File: config.mk
export PLATFORM = sky130hd
export DESIGN_NAME = soc_datamem_arb
export DESIGN_NICKNAME = d
export VERILOG_FILES = /design/src/rtl/soc_datamem_arb.sv
export SDC_FILE = /design/constraint.sdc
export NUM_CORES = 1
export LEC_CHECK = 0
export CORE_MARGIN = 5
export CORE_UTILIZATION = 40
export DETAILED_ROUTE_END_ITERATION = 16
export GPL_TIMING_DRIVEN = 0
export PLACE_DENSITY_LB_ADDON = 0.08
export SETUP_SLACK_MARGIN = 0.2
export SLEW_MARGIN = 20
export SYNTH_ARGS = -nofsm -noshare
export SYNTH_HDL_FRONTEND = slang
export SYNTH_SLANG_ARGS = --single-unit
File: constraint.sdc
create_clock -name clk -period 2.5 [get_ports clk]
set_input_delay 0.5 -clock clk [delete_from_list [all_inputs] [get_ports clk]]
set_output_delay 0.5 -clock clk [all_outputs]
set_load 0.005 [all_outputs]
File: src/rtl/soc_datamem_arb.sv
// soc_datamem_arb: two-master round-robin arbiter in front of a byte-addressed data memory
module soc_datamem_arb #(
  parameter int MEM_SIZE = 4096
) (
  input  logic        clk,
  input  logic        rst_n,
  input  logic        m0_req,
  input  logic        m0_we,
  input  logic [1:0]  m0_size,
  input  logic [31:0] m0_addr,
  input  logic [31:0] m0_wdata,
  output logic        m0_gnt,
  output logic        m0_rvalid,
  output logic [31:0] m0_rdata,
  output logic        m0_err,
  input  logic        m1_req,
  input  logic        m1_we,
  input  logic [1:0]  m1_size,
  input  logic [31:0] m1_addr,
  input  logic [31:0] m1_wdata,
  output logic        m1_gnt,
  output logic        m1_rvalid,
  output logic [31:0] m1_rdata,
  output logic        m1_err,
  output logic [3:0]  mem_wen,
  output logic [31:0] mem_addr,
  output logic [31:0] mem_wdata,
  input  logic [31:0] mem_rdata
);
  typedef enum logic [1:0] {IDLE, ACCESS, RESP} state_t;
  state_t state, state_nxt;
  logic win, start, sel, last, we_q, err_q, we_w, err_w;
  logic [1:0] size_q, off_q, size_w;
  logic [3:0] be_q, be_w;
  logic [31:0] addr_w, wdata_w, rd_sh, rd_w, rdata_q;
  always_comb begin
    win = (m0_req & m1_req) ? ~last : m1_req;
    start = (state == IDLE) & (m0_req | m1_req);
    we_w = win ? m1_we : m0_we;
    size_w = win ? m1_size : m0_size;
    addr_w = win ? m1_addr : m0_addr;
    wdata_w = win ? m1_wdata : m0_wdata;
    err_w = (size_w == 2'd3) | ((size_w == 2'd1) & addr_w[0]) |
            ((size_w == 2'd2) & (addr_w[1:0] != 2'd0)) | (addr_w > 32'(MEM_SIZE - 4));
    be_w = (size_w == 2'd0) ? 4'b0001 << addr_w[1:0] :
           (size_w == 2'd1) ? 4'b0011 << addr_w[1:0] : 4'b1111;
    state_nxt = start ? ACCESS : (state == ACCESS) ? RESP : IDLE;
    rd_sh = mem_rdata >> {off_q, 3'b000};
    rd_w = (we_q | err_q) ? 32'd0 :
           (size_q == 2'd0) ? {24'd0, rd_sh[7:0]} :
           (size_q == 2'd1) ? {16'd0, rd_sh[15:0]} : rd_sh;
  end
  // the pointer remembers the last winner so ties alternate
  always_ff @(posedge clk or negedge rst_n) begin
    if (!rst_n) begin
      state <= IDLE;
      last <= 1'b1;
      sel <= 1'b0;
      we_q <= 1'b0;
      err_q <= 1'b0;
      size_q <= 2'd0;
      off_q <= 2'd0;
      be_q <= 4'd0;
      mem_addr <= 32'd0;
      mem_wdata <= 32'd0;
      rdata_q <= 32'd0;
    end else begin
      state <= state_nxt;
      if (start) begin
        sel <= win;
        last <= win;
        we_q <= we_w;
        err_q <= err_w;
        size_q <= size_w;
        off_q <= addr_w[1:0];
        be_q <= be_w;
        mem_addr <= {addr_w[31:2], 2'b00};
        mem_wdata <= wdata_w << {addr_w[1:0], 3'b000};
      end
      if (state == ACCESS) rdata_q <= rd_w;
    end
  end
  assign m0_gnt = (state == ACCESS) & ~sel;
  assign m1_gnt = (state == ACCESS) & sel;
  assign m0_rvalid = (state == RESP) & ~sel;
  assign m1_rvalid = (state == RESP) & sel;
  assign m0_rdata = m0_rvalid ? rdata_q : 32'd0;
  assign m1_rdata = m1_rvalid ? rdata_q : 32'd0;
  assign m0_err = m0_rvalid & err_q;
  assign m1_err = m1_rvalid & err_q;
  assign mem_wen = ((state == ACCESS) & we_q & ~err_q) ? be_q : 4'b0000;
endmodule

Yosys cells after proc, flatten, opt, wreduce, memory -nomap -nowiden
Cells that the tools add are included.
{"block": "op_classes", "n_lt_le_gt_ge": 1, "muxes": 15, "n_bitwise": 20, "reduce_logical": 4, "n_shift": 4, "n_eq_ne": 6}
{"op": "2-to-1 mux 32 bit", "count": 7}
{"op": "> comparator 32 x 12 -> 1 bit (second input constant)", "count": 1}
{"op": "<< shifter 32 x 5 -> 32 bit", "count": 1}
{"op": "right shift 32 x 5 -> 32 bit", "count": 1}
{"op": "AND 1 bit", "count": 12}
{"op": "2-to-1 mux 4 bit", "count": 3}
{"op": "equality test 2 x 1 -> 1 bit (second input constant)", "count": 3}
{"op": "equality test 2 bit (second input constant)", "count": 3}
{"op": "logical NOT 2 bit", "count": 3}
{"op": "2-to-1 mux 2 bit", "count": 3}
{"op": "OR 1 bit", "count": 5}
{"op": "<< shifter 1 x 2 -> 4 bit (first input constant)", "count": 1}
{"op": "<< shifter 2 x 2 -> 4 bit (first input constant)", "count": 1}
{"op": "inverter 1 bit", "count": 3}
{"op": "2-to-1 mux 1 bit", "count": 2}
{"op": "nonzero test 2 bit", "count": 1}
{"block": "word_totals", "in_bits": 170, "ff_bits": 108, "output_inout_bits": 138, "wordCells": 61}

Depth between registers and ports, before layout
Gate-level depths: netlist of run 1.
{"block": "depth", "word_depth": 8, "mapped_depth": 9}

Worst setup path after synthesis of run 1
OpenSTA, ideal clock, no wires.
{"block": "synth_timing", "path_type": "input -> register", "start": "input m1_req", "end": "register err_q", "stages": 9, "setup_time_ps": 129, "setup_slack_ps": 428, "arrival_time_ps": 1942, "n_path_buf": 1, "required_ps": 2371, "cell_sequence": "a21boi_4 mux2i_1 buf_4 ha_1 inv_1 nand4_1 nor4_1 nor3_1 a31oi_1"}
{"block": "synth_via", "elab_chain_cells": 8, "word_cells_on_any_way": 16}
{"element": "start: declaration", "line_no": "16", "text": "input logic m1_req,"}
{"element": "branches (longest 8 deep; another with > comparator 32 x 12 -> 1 bit)"}
{"element": "end signal: assignment", "line_no": "73", "text": "err_q <= err_w;"}
{"element": "end: declaration", "line_no": "32", "text": "logic win, start, sel, last, we_q, err_q, we_w, err_w;"}
Parallel ways; which one is timed is not known.
A chain may end at the register's enable or synchronous reset.

Worst setup path in the final report of run 1
{"block": "layout_timing", "start": "register state[1]", "end": "output m0_rdata[15]"}
{"block": "layout_via", "elab_chain_cells": 3}
{"element": "start: declaration", "line_no": "31", "text": "state_t state, state_nxt;"}
{"element": "start signal: assignment", "line_no": "68", "text": "state <= state_nxt;"}
{"element": "equality test 2 bit", "line_no": "85", "text": "assign m0_rvalid = (state == RESP) & ~sel;"}
{"element": "AND 1 bit", "line_no": "85"}
{"element": "2-to-1 mux 32 bit", "line_no": "87", "text": "assign m0_rdata = m0_rvalid ? rdata_q : 32'd0;"}
{"element": "end: declaration", "line_no": "14", "text": "output logic [31:0] m0_rdata,"}
No other way between the ends.

==> results of run 1 <==
-- critical path: cells and delay by family (launching register included) --
kind          cells  cell delay [ns]
buf+inv           6             0.76
flops             1             0.40
simple gates      2             0.30
-- stage by stage --
stage,std cells,area [sq um]
6_report,1224,10200
5_1_grt,1224,10200
4_1_cts,1219,10200
3_5_place_dp,1180,9660
3_3_place_gp,1179,9630
2_1_floorplan,660,6330
-- area by class of cell --
class / instances / area [sq um]
multi-input cells: 496 / 3460
fillers: 1358 / 5500
flip-flops and latches: 108 / 2710
clock inverters: 6 / 71.3
repair buffers: 332 / 3100
well taps: 216 / 270
inverters: 6 / 22.5
clock buffers: 10 / 239
plain buffers: 50 / 343
-- cells by family (layout without fill, tap and decap cells) --
family	Yosys count	count (layout)	share of synthesized area (%)
and+or+nand+nor	220	220	18.0
AOI/OAI and AO/OA	170	170	17.8
DFF	108	108	42.7
muxes	100	100	16.2
buffers and inverters	56	404	4.35
adders and majority gates	4	4	0.791
other	1	2	0.0593
-- flip-flops by register name (all words and copies together) (netlist names), 2 cells and up --
register / count
state: 2
mem_addr: 30
rdata_q: 32
size_q: 2
off_q: 2
be_q: 4
mem_wdata: 32
-- what timing repair did --
item                       CTS  global route
gates cloned                 2             0
setup buffers               21             5
resized for setup          113           111
setup endpoints to repair   92            78
pin swaps                    3             5
-- per-layer routing --
metal / part of all wire [%] / GRT usage, %
met1: 40 / 32.9
met2: 48 / 43.3
met3: 10 / 6.80
met4: 1.9 / 6.83
met5: 0 / 0
-- cells in the final DEF (no fill, tap or decap), types with 9 or more instances in the layout --
cell             count
clkdlybuf4s50_1    227
and2_1              71
dfrtp_1            105
clkbuf_2            35
nand2_1             78
nor2_1              23
o21a_1               9
buf_2               14
buf_4               28
nor2b_1             17
a22o_1              24
o21ai_0             69
o221ai_1             9
mux2_2               9
clkbuf_16            9
a211oi_1            15
mux2i_1             84
clkbuf_1            16
dlygate4sd2_1       28
a21oi_1             22
-- path summary, 6_finish.rpt --
kind                                         start                 endpoint  slack, ns  cells after the start
setup / recovery                state[1]$_DFF_PN0_             m0_rdata[15]       0.17                      8
hold / removal                               rst_n  rdata_q[10]$_DFFE_PN0N_       0.05                      1
setup reg to reg                state[1]$_DFF_PN0_  rdata_q[27]$_DFFE_PN0N_       0.34                      7
hold reg to reg            mem_addr[9]$_DFFE_PN0P_  mem_addr[9]$_DFFE_PN0P_       0.48                      2
max in group asynchronous                    rst_n         last$_DFFE_PN1P_       1.74                      2
min in group clk                            m1_req         last$_DFFE_PN1P_       0.48                      3
-- power breakdown --
| part | switching, mW | internal, mW | total (mW) | leakage [nW] |
|---|---|---|---|---|
| clock | 0.683 | 0.812 | 1.50 | 0.145 |
| sequential | 0.390 | 2.34 | 2.73 | 1.36 |
| combinational | 2.07 | 2.21 | 4.28 | 3.10 |
| total | 3.15 | 5.36 | 8.51 | 4.61 |
==> impl_results.md, run 1 <==
* Status: finished clean
* CTS H-tree depth at 3
* Slew headroom at about three fifths
* Io pins at a little over 300
* CP Cell Sequence: nor3b_4 > buf_6 > buf_4 > buf_4 > buf_4 > clkbuf_8 > and2_1 > buf_2
* Most numerous cell in the Yosys netlist: dfrtp_1
* Die area at approximately 18000 sq um
* Largest net degree at the start of global routing at 72
* Die Y at between 100 and 150 um
* Number of global-route vias before repair at about 6400
* Synthesized instance count at between 600 and 700
* Place WS at -0.554 ns
* Slowest library cell on the worst path: dfrtp_1
* CP Launch Type: register
* Area fraction of the dominant cell type after synthesis at between 40 and 50%
* CP required at roughly 2 ns
* Overflow after GRT at 0
* Setup WS post-layout at around 0.17 ns
* Sequential area share after synthesis at between 40% and 50%
* CTS sink count at 108
* Antenna violations before repair at 0
* Area delta synth->final at 61.4%
* Worst path most repeated cell: buf_4
* Worst VDD drop at roughly 490 uV
* Mapped Area at between 6000 and 7000 sq um
* Post-CTS Hold Fix Bufs at 0
* Clock insertion delay at the later pin of the skew report at around 0.35 ns
* CP peak stage delay at ~0.40 ns
* # rows at 46
* Slew Limit Fails at 0
* Bufs on Longest Clock Path at 2
* Crit path arrival time at approximately 1.8 ns
* Endpoints failing hold at 0
* Die W at about 140 um
* First-pass DRT Iterations at 5
* Crit. End Element: primary output
* PwrDens at about 830 nW/um^2
* Fin crit period at around 2.3 ns
* Primary FF master, synth: dfrtp_1
* Area leader, netlist: dfrtp_1
* Worst Hold Class: in -> async
* Fin crit share at between 90% and 100%
* Max-cap violations at 0
* RSZ-0062 raised after global routing: yes
* First-pass GRT wire length at 36.5 mm
* CTS Buf Count at 9
* Starting Density at 40.3%
* Layout cells sized above 1 at 15.1%
* Asr flop ratio synth at 100%
* Yosys Warn Count at 0
* Drt drc at 0
* Placeable Area at about 16000 sq um
* Final setup fails at 0
* Number of flops mapped to enable cells by yosys at 0
* Final net count at 1177
* Most frequent cells after synthesis: dfrtp_1 (107), mux2i_1 (90), nand2_1 (78), and2_1 (71), o21ai_0 (69)
* Clock Skew at 0.00379 ns
* Final design utilization at around two thirds
* Post-synthesis cell type count at 39
* Setup TNS at 0 ns
* Vias post-DR at 6395
* Synth top area cells: dfrtp_1 (42%), mux2i_1 (14%), and2_1 (7.0%)
* CP max FO at 5
* Class of the most critical setup path: reg -> out
* Worst-path clk slew at 0.07 ns
* DP Wirelength at ~19 mm
* Total GRT Usage at between 20 and 30%
* Pleak at 4.61 nW
* Routed WL at 24.3 mm
* Routability cong. at 0.941
* Detailed-route vias per instance at 5.22
* F_max at 429 MHz
* Input/output buffers at a little over 300
* CTS tree: done
* Design Power at approximately 8.5 mW
* Synth Register Bits at approximately 110
* Syn_area_per_cell at 9.60 sq um
* CTS root buf: clkbuf_16
* Antenna Nets Post-Route at 0
* Routed len/inst at slightly below 20 um
* Slew @ Worst Pin at a little under 0.6 ns
* Inserted Diodes at 0
* DR iter-0 viols at roughly 340
* Hold slack at 0.0475 ns
Power figures use the tool's default switching activity.
==> inputs of run 2 (changes only) <==
- CAP_MARGIN: default -> 5
==> results of run 2 <==
The final DEF is identical to that of run 1; final timing and power are the same.
